[src/rtl/alu_arbiter_pkg.sv]
// Shared ALU definitions: opcode encodings and the arbiter state encoding.
package alu_arbiter_pkg;

   localparam logic [2:0] OP_ZERO  = 3'd0;
   localparam logic [2:0] OP_ADD   = 3'd1;
   localparam logic [2:0] OP_SUB   = 3'd2;
   localparam logic [2:0] OP_AND   = 3'd3;
   localparam logic [2:0] OP_OR    = 3'd4;
   localparam logic [2:0] OP_XOR   = 3'd5;
   localparam logic [2:0] OP_NOR   = 3'd6;
   localparam logic [2:0] OP_ZERO7 = 3'd7;

   typedef enum logic [1:0] {
      ST_IDLE = 2'd0,
      ST_EXEC = 2'd1,
      ST_RESP = 2'd2
   } state_e;

endpackage

[src/rtl/alu_arbiter_rr_arb2.sv]
// Two-way round-robin grant: a tie goes to the requester not served last.
module rr_arb2 (
   input  logic [1:0] valid_i,
   input  logic       last_i,
   output logic [1:0] gnt_o
);

   always_comb begin
      gnt_o = valid_i;
      if (valid_i == 2'b11) gnt_o = last_i ? 2'b01 : 2'b10;
   end

endmodule

[src/rtl/alu_arbiter.sv]
// Arbitrates two requesters onto one shared external ALU; one operation in
// flight at a time, result held until the owning requester accepts it.
module alu_arbiter
   import alu_arbiter_pkg::*;
#(
   parameter int WIDTH = 32,
   parameter int OPW   = 3
) (
   input  logic             clk,
   input  logic             rst_n,
   input  logic [1:0]       req_valid,
   output logic [1:0]       req_ready,
   input  logic [OPW-1:0]   req0_op,
   input  logic [WIDTH-1:0] req0_a,
   input  logic [WIDTH-1:0] req0_b,
   input  logic [OPW-1:0]   req1_op,
   input  logic [WIDTH-1:0] req1_a,
   input  logic [WIDTH-1:0] req1_b,
   output logic [1:0]       rsp_valid,
   input  logic [1:0]       rsp_ready,
   output logic [WIDTH-1:0] rsp_data,
   output logic             rsp_bgtz,
   output logic [OPW-1:0]   alu_op,
   output logic [WIDTH-1:0] alu_a,
   output logic [WIDTH-1:0] alu_b,
   input  logic [WIDTH-1:0] alu_out,
   input  logic             alu_bgtz,
   output logic             busy,
   output logic [15:0]      op_count
);

   state_e           state_q, state_d;
   logic             owner_q, owner_d;
   logic             last_q, last_d;
   logic [OPW-1:0]   op_q, op_d;
   logic [WIDTH-1:0] a_q, a_d, b_q, b_d;
   logic [WIDTH-1:0] res_q, res_d;
   logic             bgtz_q, bgtz_d;
   logic [15:0]      op_count_q, op_count_d;
   logic [1:0]       gnt;

   rr_arb2 u_arb (
      .valid_i (req_valid),
      .last_i  (last_q),
      .gnt_o   (gnt)
   );

   always_comb begin
      state_d    = state_q;
      owner_d    = owner_q;
      last_d     = last_q;
      op_d       = op_q;
      a_d        = a_q;
      b_d        = b_q;
      res_d      = res_q;
      bgtz_d     = bgtz_q;
      op_count_d = op_count_q;
      req_ready  = 2'b00;
      rsp_valid  = 2'b00;
      case (state_q)
         ST_IDLE: begin
            // Gate with reset so ready stays low while reset is held.
            req_ready = rst_n ? gnt : 2'b00;
            if (|req_ready) begin
               owner_d = gnt[1];
               op_d    = gnt[1] ? req1_op : req0_op;
               a_d     = gnt[1] ? req1_a  : req0_a;
               b_d     = gnt[1] ? req1_b  : req0_b;
               state_d = ST_EXEC;
            end
         end
         ST_EXEC: begin
            res_d   = alu_out;
            bgtz_d  = alu_bgtz;
            state_d = ST_RESP;
         end
         ST_RESP: begin
            rsp_valid[owner_q] = 1'b1;
            if (rsp_ready[owner_q]) begin
               last_d     = owner_q;
               op_count_d = op_count_q + 16'd1;
               state_d    = ST_IDLE;
            end
         end
         default: state_d = ST_IDLE;
      endcase
   end

   always_ff @(posedge clk or negedge rst_n) begin
      if (!rst_n) begin
         state_q    <= ST_IDLE;
         owner_q    <= 1'b0;
         last_q     <= 1'b1;
         op_q       <= '0;
         a_q        <= '0;
         b_q        <= '0;
         res_q      <= '0;
         bgtz_q     <= 1'b0;
         op_count_q <= 16'd0;
      end else begin
         state_q    <= state_d;
         owner_q    <= owner_d;
         last_q     <= last_d;
         op_q       <= op_d;
         a_q        <= a_d;
         b_q        <= b_d;
         res_q      <= res_d;
         bgtz_q     <= bgtz_d;
         op_count_q <= op_count_d;
      end
   end

   assign alu_a    = a_q;
   assign alu_b    = b_q;
   assign alu_op   = (state_q == ST_EXEC) ? op_q : OPW'(OP_ZERO);
   assign rsp_data = res_q;
   assign rsp_bgtz = bgtz_q;
   assign busy     = (state_q != ST_IDLE);
   assign op_count = op_count_q;

endmodule
[config.mk]
export PLATFORM = sky130hd
export DESIGN_NAME = alu_arbiter
export DESIGN_NICKNAME = d
export VERILOG_FILES = /design/src/rtl/alu_arbiter_pkg.sv /design/src/rtl/alu_arbiter_rr_arb2.sv /design/src/rtl/alu_arbiter.sv
export SDC_FILE = /design/constraint.sdc
export NUM_CORES = 1
export LEC_CHECK = 0
export CAP_MARGIN = 20
export CELL_PAD_IN_SITES_DETAIL_PLACEMENT = 0
export CELL_PAD_IN_SITES_GLOBAL_PLACEMENT = 1
export CORE_MARGIN = 1
export CORE_UTILIZATION = 41
export CTS_CLUSTER_SIZE = 8
export DETAILED_ROUTE_END_ITERATION = 6
export DONT_BUFFER_PORTS = 1
export PLACE_DENSITY_LB_ADDON = 0.1
export SLEW_MARGIN = 20
export SYNTH_ARGS = -nofsm -noshare
export SYNTH_HDL_FRONTEND = slang
export SYNTH_SLANG_ARGS = --single-unit
export TNS_END_PERCENT = 50
[constraint.sdc]
create_clock -name clk -period 2.45 [get_ports clk]
set_clock_uncertainty 0.05 [all_clocks]
set_input_delay 0.49 -clock clk [delete_from_list [all_inputs] [get_ports clk]]
set_output_delay 0.49 -clock clk [all_outputs]
set_load 0.02 [all_outputs]
### Word level (Yosys, flattened, before mapping)

Index checks and enable logic that the tools add are counted.

* output and inout bits: 121
* logic and storage cells: 40
* flip-flop bits (word level): 120
* bits of input ports: 173

* reduce and logical (&&, ||, !) cells: 7
* add/sub/neg operators: 1
* mux-type cells: 16
* order comparisons: 2
* equal/unequal tests: 5

Operator list (number)
* 32-bit 2-to-1 mux: 2
* 16-bit by 1-bit adder with 16-bit output (second input constant): 1
* 2-bit 2-to-1 mux: 7
* 3-bit 2-to-1 mux: 2
* 2-bit one-hot mux with 3 select lines: 1
* 2-bit AND reduction: 3
* 2-bit equality test (second input constant): 2
* 2-bit != test (second input constant): 2
* 1-bit 2-to-1 mux: 3
* 2-bit by 1-bit equality test with 1-bit output (second input constant): 1
* 2-bit zero test: 1
* 1-bit by 2-bit less-than comparator with 1-bit output (second input constant): 1
* 2-bit nonzero test: 1
* 2-bit OR reduction: 1
* 1-bit demux with 1-bit select: 1
* 1-bit greater-or-equal comparator (second input constant): 1
* 1-bit logical AND: 1

### Logic depth before layout (Yosys ltp)

Gate-level depths: netlist (run 1).

* depth in word-level cells: 6
* mapped depth: 6
* depth with buffers taken out: 4

### By module

From an unflattened synthesis (run 1), not the netlist that was laid out.

* cells, all modules: 451
* area, all modules: 5271.3 µm²

Modules (own cells, without submodules)
* alu_arbiter: instances 1, area each 5252.5 µm², cells each 448, seq. area each 3004.1 µm²
* rr_arb2: instances 1, area each 18.8 µm², cells each 3, seq. area each 0.0 µm²

### Worst setup path before layout (run 1)

OpenSTA, ideal clock, no wires.

* kind: register to output
* start point: reg state_q[1]
* end point: out alu_op[0]
* arrival time: 1.167 ns
* stages on the path, launching flop included: 5
* slack: 0.743 ns
* buffers on the path: 2
* data required time: 1.910 ns
* cells stage by stage: dfrtp_1 -> nand2b_1 -> buf_2 -> buf_2 -> nor2_1

* cells in the longest elaborated chain, start to end: 2

RTL lines
* start, declared: line alu_arbiter.sv:32 `state_e state_q, state_d;`
* start signal, assigned: line alu_arbiter.sv:101 `state_q <= state_d;`
* 2-bit by 1-bit equality test with 1-bit output: line alu_arbiter.sv:115 `assign alu_op = (state_q == ST_EXEC) ? op_q : OPW'(OP_ZERO);`
* 3-bit 2-to-1 mux: line alu_arbiter.sv:115
* end, declared: line alu_arbiter.sv:23 `output logic [OPW-1:0] alu_op,`

No other way between the ends.

### Worst setup path after layout (run 1)

* start point: reg state_q[1]
* end point: out req_ready[0]

* cells in the longest elaborated chain, start to end: 2

RTL lines
* 2-bit zero test: line alu_arbiter.sv:60 `case (state_q)`
* 2-bit 2-to-1 mux: line alu_arbiter.sv:60
* end, declared: line alu_arbiter.sv:12 `output logic [1:0] req_ready,`

No other way between the ends.

==> impl_metrics.ini, run 1 <==
[logic_synthesis]
syn_area_um2 = 5320
synth.most_common_cell = dfrtp_1
synth_top_area_frac = 0.560
synth_top_family_by_area = multiplexers
synth-edff-count = 0
ys_warn_count = 0
syn_nets = 629
synth_fa_ha_area_frac = 0.00235
synthSimpleGateAreaFrac = 0.101
synth_mux_area_frac = 0.201
synth_cells = 455
synth_seq_cells = 120
synthTopCellsByCount = dfrtp_1, nor2_1, a21oi_1
synth-xor-area-share = 0.0247
ys_async_sr_fraction = 1.00
synth_ff_type = dfrtp_1
yosysUniqueCellTypes = 39
yosysSeqAreaShare = 0.565
syn_avg_cell_area_um2 = 11.7
synth_compound_area_frac = 0.0708
synth_area_leaders = dfrtp_1, mux2i_1, a21oi_1
synth_top_area_cell = dfrtp_1

[final_layout]
final_util = 0.488
drive_gt1_frac = 0.135
nNetsFinal = 629
antenna_cells = 0
nFillCells = 1142
syn2layout_area_growth_pct = 15.7

[power]
power.internal_mw = 5.50
clkPwrFrac = 0.309
p_sw_mw = 3.37
p_leak_nw = 2.70
power.share.switching = 0.380
p_comb_frac = 0.174
seq_power_share = 0.517
vdd_drop_max_v = 0.000516
power_density_nw_per_um2 = 1440

[die]
die_h_um = 116
core_area_um2 = 12600
core.rowCount = 41
die_w_um = 116
initial_core_util = 0.422
die_area_um2 = 13400
io_pins = 294

[clocking]
clockBufferDepth = 2
postCtsSetupBuffers = 0
clock_sinks = 120
cts_root_buf = clkbuf_16
cts_tree = done
cts_resized = 0
clk_latency_ps = 400
cts_buffers = 17
htreeDepth = 4
clk_pin_slew_ps = 50

[timing]
slew_headroom = 0.680
setup_ws_ps = 249
hold_viol_final = 120
fin_crit_ps = 2200
timing.hold.ws_ps = -270
fin_crit_sh = 0.899
setup_viol = 0
rsz0062_at_grt = false
slew_violations = 0
tightest_slew_ps = 482
tns_ps = 0
max_clock_freq_mhz = 454

[critical_path]
start_kind = flip-flop
end_kind = output port
critPathMaxStageDelay_ps = 450
arrival_ps = 1660
r2r_slack_ps = 640
cp_data_required_time_ps = 1910
cp_max_fo = 5
r2r_end = alu_a[30]
r2r_start = state_q[1]
reg2regPathDepth = 5
cpMaxStageDelayCell = dfrtp_1
cp_cell_sequence = nor3b_2, nand2_1, a21oi_1
criticalPathCategory = reg -> out

[hold_path]
hp-class = in -> async

[global_routing]
grt_pass1_vias = 3195
grt_overflow = 0
grt_start_max_net_pins = 122
grt_pass1_wl_mm = 17.7
antenna_found_initial = 0
grt_usage = 0.181

[route]
vias = 3304
viasPerCell = 5.16
drt_iter0_markers = 120
detail-route-antenna-nets = 0
drt_wl_total_mm = 12.2
wire_per_inst_um = 19.0
dr.pass1.iters = 4
drc_errors = 0

[placed_design]
dp_hpwl_mm = 8.87
place_congestion = 0.724
dp_slack_ps = 584
io_buffers = 0

[run_status]
status = finished, violations left
violations = negative hold slack

[flow_run]
cap_violations = 0
-- cell type report --
cell class / count / area, um^2 / share of cell area
Clock inverter: 8 / 165 / 0.0268
Tap cell: 172 / 215 / 0.0350
Timing Repair Buffer: 8 / 97.6 / 0.0159
Clock buffer: 24 / 492 / 0.0799
Multi-Input combinational cell: 299 / 2150 / 0.349
Sequential cell: 120 / 3000 / 0.488
Inverter: 9 / 33.8 / 0.00549
-- power groups by stage --
stage | Clock [mW] | Sequential (mW) | Combinational, mW
2_1_floorplan | 0 | 4.36 | 1.34
3_5_place_dp | 0 | 4.63 | 1.59
5_1_grt | 2.89 | 4.71 | 1.77
3_3_place_gp | 0 | 4.65 | 1.51
6_report | 2.74 | 4.58 | 1.55
4_1_cts | 2.80 | 4.62 | 1.58
-- cells in the final DEF (no fill, tap or decap), types with 2 or more instances in the layout --
master and instances:
mux2_2 7, clkbuf_8 4, clkbuf_16 17, nand3_1 2, xor2_1 8, clkinv_2 3, buf_12 3, mux2i_1 67
a21oi_1 68, nand3_2 2, nand2_1 7, nor2_1 75, bufinv_16 5, nor3_1 3, nor4_2 4, and2_1 2
dfrtp_1 119, mux2_1 27, xnor2_1 7, clkbuf_1 3, inv_1 8, buf_4 5
-- state kept, by name (all words and copies together), names as in the netlist --
| signal | count |
|---|---|
| owner_q | 1 |
| op_q | 3 |
| rsp_bgtz | 1 |
| rsp_data | 32 |
| alu_a | 32 |
| state_q | 2 |
| op_count | 16 |
| last_q | 1 |
| alu_b | 32 |
-- stage by stage --
step	power (mW)	std cells	area, um^2	hold WS, ps
2_1_floorplan	5.70	455	5320	144
3_5_place_dp	6.22	608	5500	147
6_report	8.87	640	6160	-270
4_1_cts	9.00	640	6160	-289
3_3_place_gp	6.16	608	5500	147
5_1_grt	9.38	640	6160	-295
-- critical path, delay by kind of cell, from the launching register on --
family,cells,cell delay (ps)
flops,1,450
simple gates,2,410
compound gates,1,400
-- layer usage --
metal | share of wire | GRT usage
met2 | 0.50 | 0.300
met4 | 0.015 | 0.0718
met1 | 0.37 | 0.201
met5 | 0 | 0
met3 | 0.11 | 0.0837
-- worst max path at each step --
stage	start	endpoint	slack, ps
floorplan	state_q[1]	alu_op[0]	740
global placement	req_valid[1]	alu_b[24]	610
detailed placement	req_valid[1]	alu_b[25]	580
CTS	state_q[1]	req_ready[0]	230
global route	state_q[1]	req_ready[0]	150
finish	state_q[1]	req_ready[0]	250
-- logic make-up after synthesis --
kind of cell | after synthesis
buf+inv | 36
compound gates | 73
flops | 120
mux | 102
xor+xnor | 15
fa+ha+maj | 1
simple gates | 108
Power figures use the tool's default switching activity.
==> run 2: changes to the inputs <==
--- a/config.mk
+++ b/config.mk
@@ -10,11 +10,12 @@
 export CELL_PAD_IN_SITES_GLOBAL_PLACEMENT = 1
 export CORE_MARGIN = 1
 export CORE_UTILIZATION = 41
+export CTS_BUF_LIST = sky130_fd_sc_hd__clkbuf_8 sky130_fd_sc_hd__clkbuf_16
 export CTS_CLUSTER_SIZE = 8
 export DETAILED_ROUTE_END_ITERATION = 6
 export DONT_BUFFER_PORTS = 1
 export PLACE_DENSITY_LB_ADDON = 0.1
-export SLEW_MARGIN = 20
+export SLEW_MARGIN = 10
 export SYNTH_ARGS = -nofsm -noshare
 export SYNTH_HDL_FRONTEND = slang
 export SYNTH_SLANG_ARGS = --single-unit
==> run 2 against run 1 <==
The flow still finishes with violations (negative hold slack); highest routed layer unchanged; final cell count stayed put; combinational power about the same; total power down 0.12%; largest power group unchanged; setup slack is essentially flat; via count about the same.
==> impl_metrics.ini, run 2 (synthesis gave the netlist of run 1 again) <==
[run_status]
status = finished, violations left
violations = negative hold slack

[placed_design]
dp_hpwl_mm = 8.87
io_buffers = 0
dp_slack_ps = 584
place_congestion = 0.724

[die]
die_w_um = 116
initial_core_util = 0.422
die_area_um2 = 13400
die_h_um = 116
io_pins = 294
core.rowCount = 41
core_area_um2 = 12600

[global_routing]
grt_usage = 0.181
grt_pass1_wl_mm = 17.7
antenna_found_initial = 0
grt_overflow = 0
grt_pass1_vias = 3196
grt_start_max_net_pins = 122

[critical_path]
cpMaxStageDelayCell = dfrtp_1
critPathMaxStageDelay_ps = 450
cp_data_required_time_ps = 1910
criticalPathCategory = reg -> out
arrival_ps = 1660
start_kind = flip-flop
end_kind = output port
cp_max_fo = 5
cp_cell_sequence = nor3b_2, nand2_1, a21oi_1

[power]
p_leak_nw = 2.71
power_density_nw_per_um2 = 1440
seq_power_share = 0.517
p_comb_frac = 0.175
power.internal_mw = 5.49
clkPwrFrac = 0.308
power.share.switching = 0.381
vdd_drop_max_v = 0.000515
p_sw_mw = 3.37

[route]
drt_wl_total_mm = 12.2
dr.pass1.iters = 4
wire_per_inst_um = 19.0
detail-route-antenna-nets = 0
drc_errors = 0
vias = 3301
viasPerCell = 5.16
drt_iter0_markers = 143

[clocking]
cts_tree = done
htreeDepth = 4
cts_buffers = 17
clk_latency_ps = 400
postCtsSetupBuffers = 0
clock_sinks = 120
cts_resized = 0
clockBufferDepth = 2
cts_root_buf = clkbuf_16
clk_pin_slew_ps = 50

[timing]
tightest_slew_ps = 482
timing.hold.ws_ps = -270
rsz0062_at_grt = false
tns_ps = 0
setup_viol = 0
hold_viol_final = 120
fin_crit_sh = 0.899
slew_violations = 0
slew_headroom = 0.680
fin_crit_ps = 2200
setup_ws_ps = 248
max_clock_freq_mhz = 454

[final_layout]
layout_common_cells = dfrtp_1, nor2_1, a21oi_1, mux2i_1, mux2_1
final_common_cell = dfrtp_1
syn2layout_area_growth_pct = 15.7
antenna_cells = 0
nNetsFinal = 629
nFillCells = 1142
drive_gt1_frac = 0.135

[flow_run]
cap_violations = 0

[hold_path]
hp-class = in -> async
[run 2: cell count changes in the layout (fill, tap and decap cells not counted)]
| cell | before | now |
|---|---|---|
| inv_1 | 8 | 11 |
| clkbuf_1 | 3 | 0 |
[run 2: final cells by class]
type	instances	area, um^2	share of cell area
Multi-Input combinational cell	299	2150	0.349
Tap cell	172	215	0.0350
Clock inverter	11	176	0.0287
Sequential cell	120	3000	0.488
Inverter	9	33.8	0.00549
Timing Repair Buffer	8	97.6	0.0159
Clock buffer	21	480	0.0780
[run 2: layer usage]
metal | vias to the layer above | GRT usage | wire length (um)
met4 | 0 | 0.0718 | 178
met2 | 176 | 0.300 | 6120
met1 | 1542 | 0.201 | 4520
li1 | 1567 | - | -
met3 | 16 | 0.0837 | 1360
met5 | - | 0 | 0
[run 2: path summary, 6_finish.rpt]
| check | start | end | slack [ps] | cells after the start |
|---|---|---|---|---|
| setup / recovery | state_q[1] | req_ready[0] | 250 | 3 |
| hold / removal | rst_n | op_count[13] | -270 | 0 |
| setup reg to reg | state_q[1] | alu_a[30] | 640 | 5 |
| hold reg to reg | op_q[1] | op_q[1] | 470 | 2 |
| max in group asynchronous | rst_n | last_q | 2390 | 0 |
| min in group clk | alu_out[26] | rsp_data[26] | 160 | 1 |
[run 2: metrics by stage]
stage	cells	utilization	area [um^2]	power, mW
after global routing	640	0.488	6160	9.37
after CTS	640	0.488	6160	8.98
after floorplan	455	-	5320	5.70
after global placement	608	0.436	5500	6.16
after detailed placement	608	0.436	5500	6.22
final	640	0.488	6160	8.86
[run 2: power groups by stage]
stage / registers (mW) / logic [mW] / clock network, mW
after floorplan: 4.36 / 1.34 / 0
after global placement: 4.65 / 1.51 / 0
after detailed placement: 4.63 / 1.59 / 0
after CTS: 4.62 / 1.58 / 2.79
after global routing: 4.71 / 1.77 / 2.88
final: 4.58 / 1.55 / 2.73
[run 2: critical path: cells and delay by family, from the launching register on]
family | cells | cell delay (ps)
AO/OA/AOI/OAI | 1 | 400
AND/OR/NAND/NOR | 2 | 410
flip-flops | 1 | 450
==> run 3: changes to the inputs <==
--- a/config.mk
+++ b/config.mk
@@ -14,6 +14,7 @@
 export CTS_CLUSTER_SIZE = 8
 export DETAILED_ROUTE_END_ITERATION = 6
 export DONT_BUFFER_PORTS = 1
+export GPL_ROUTABILITY_DRIVEN = 0
 export PLACE_DENSITY_LB_ADDON = 0.1
 export SLEW_MARGIN = 10
 export SYNTH_ARGS = -nofsm -noshare
==> results of run 3 <==
No change in the layout: final DEF, timing and power equal those of run 2.
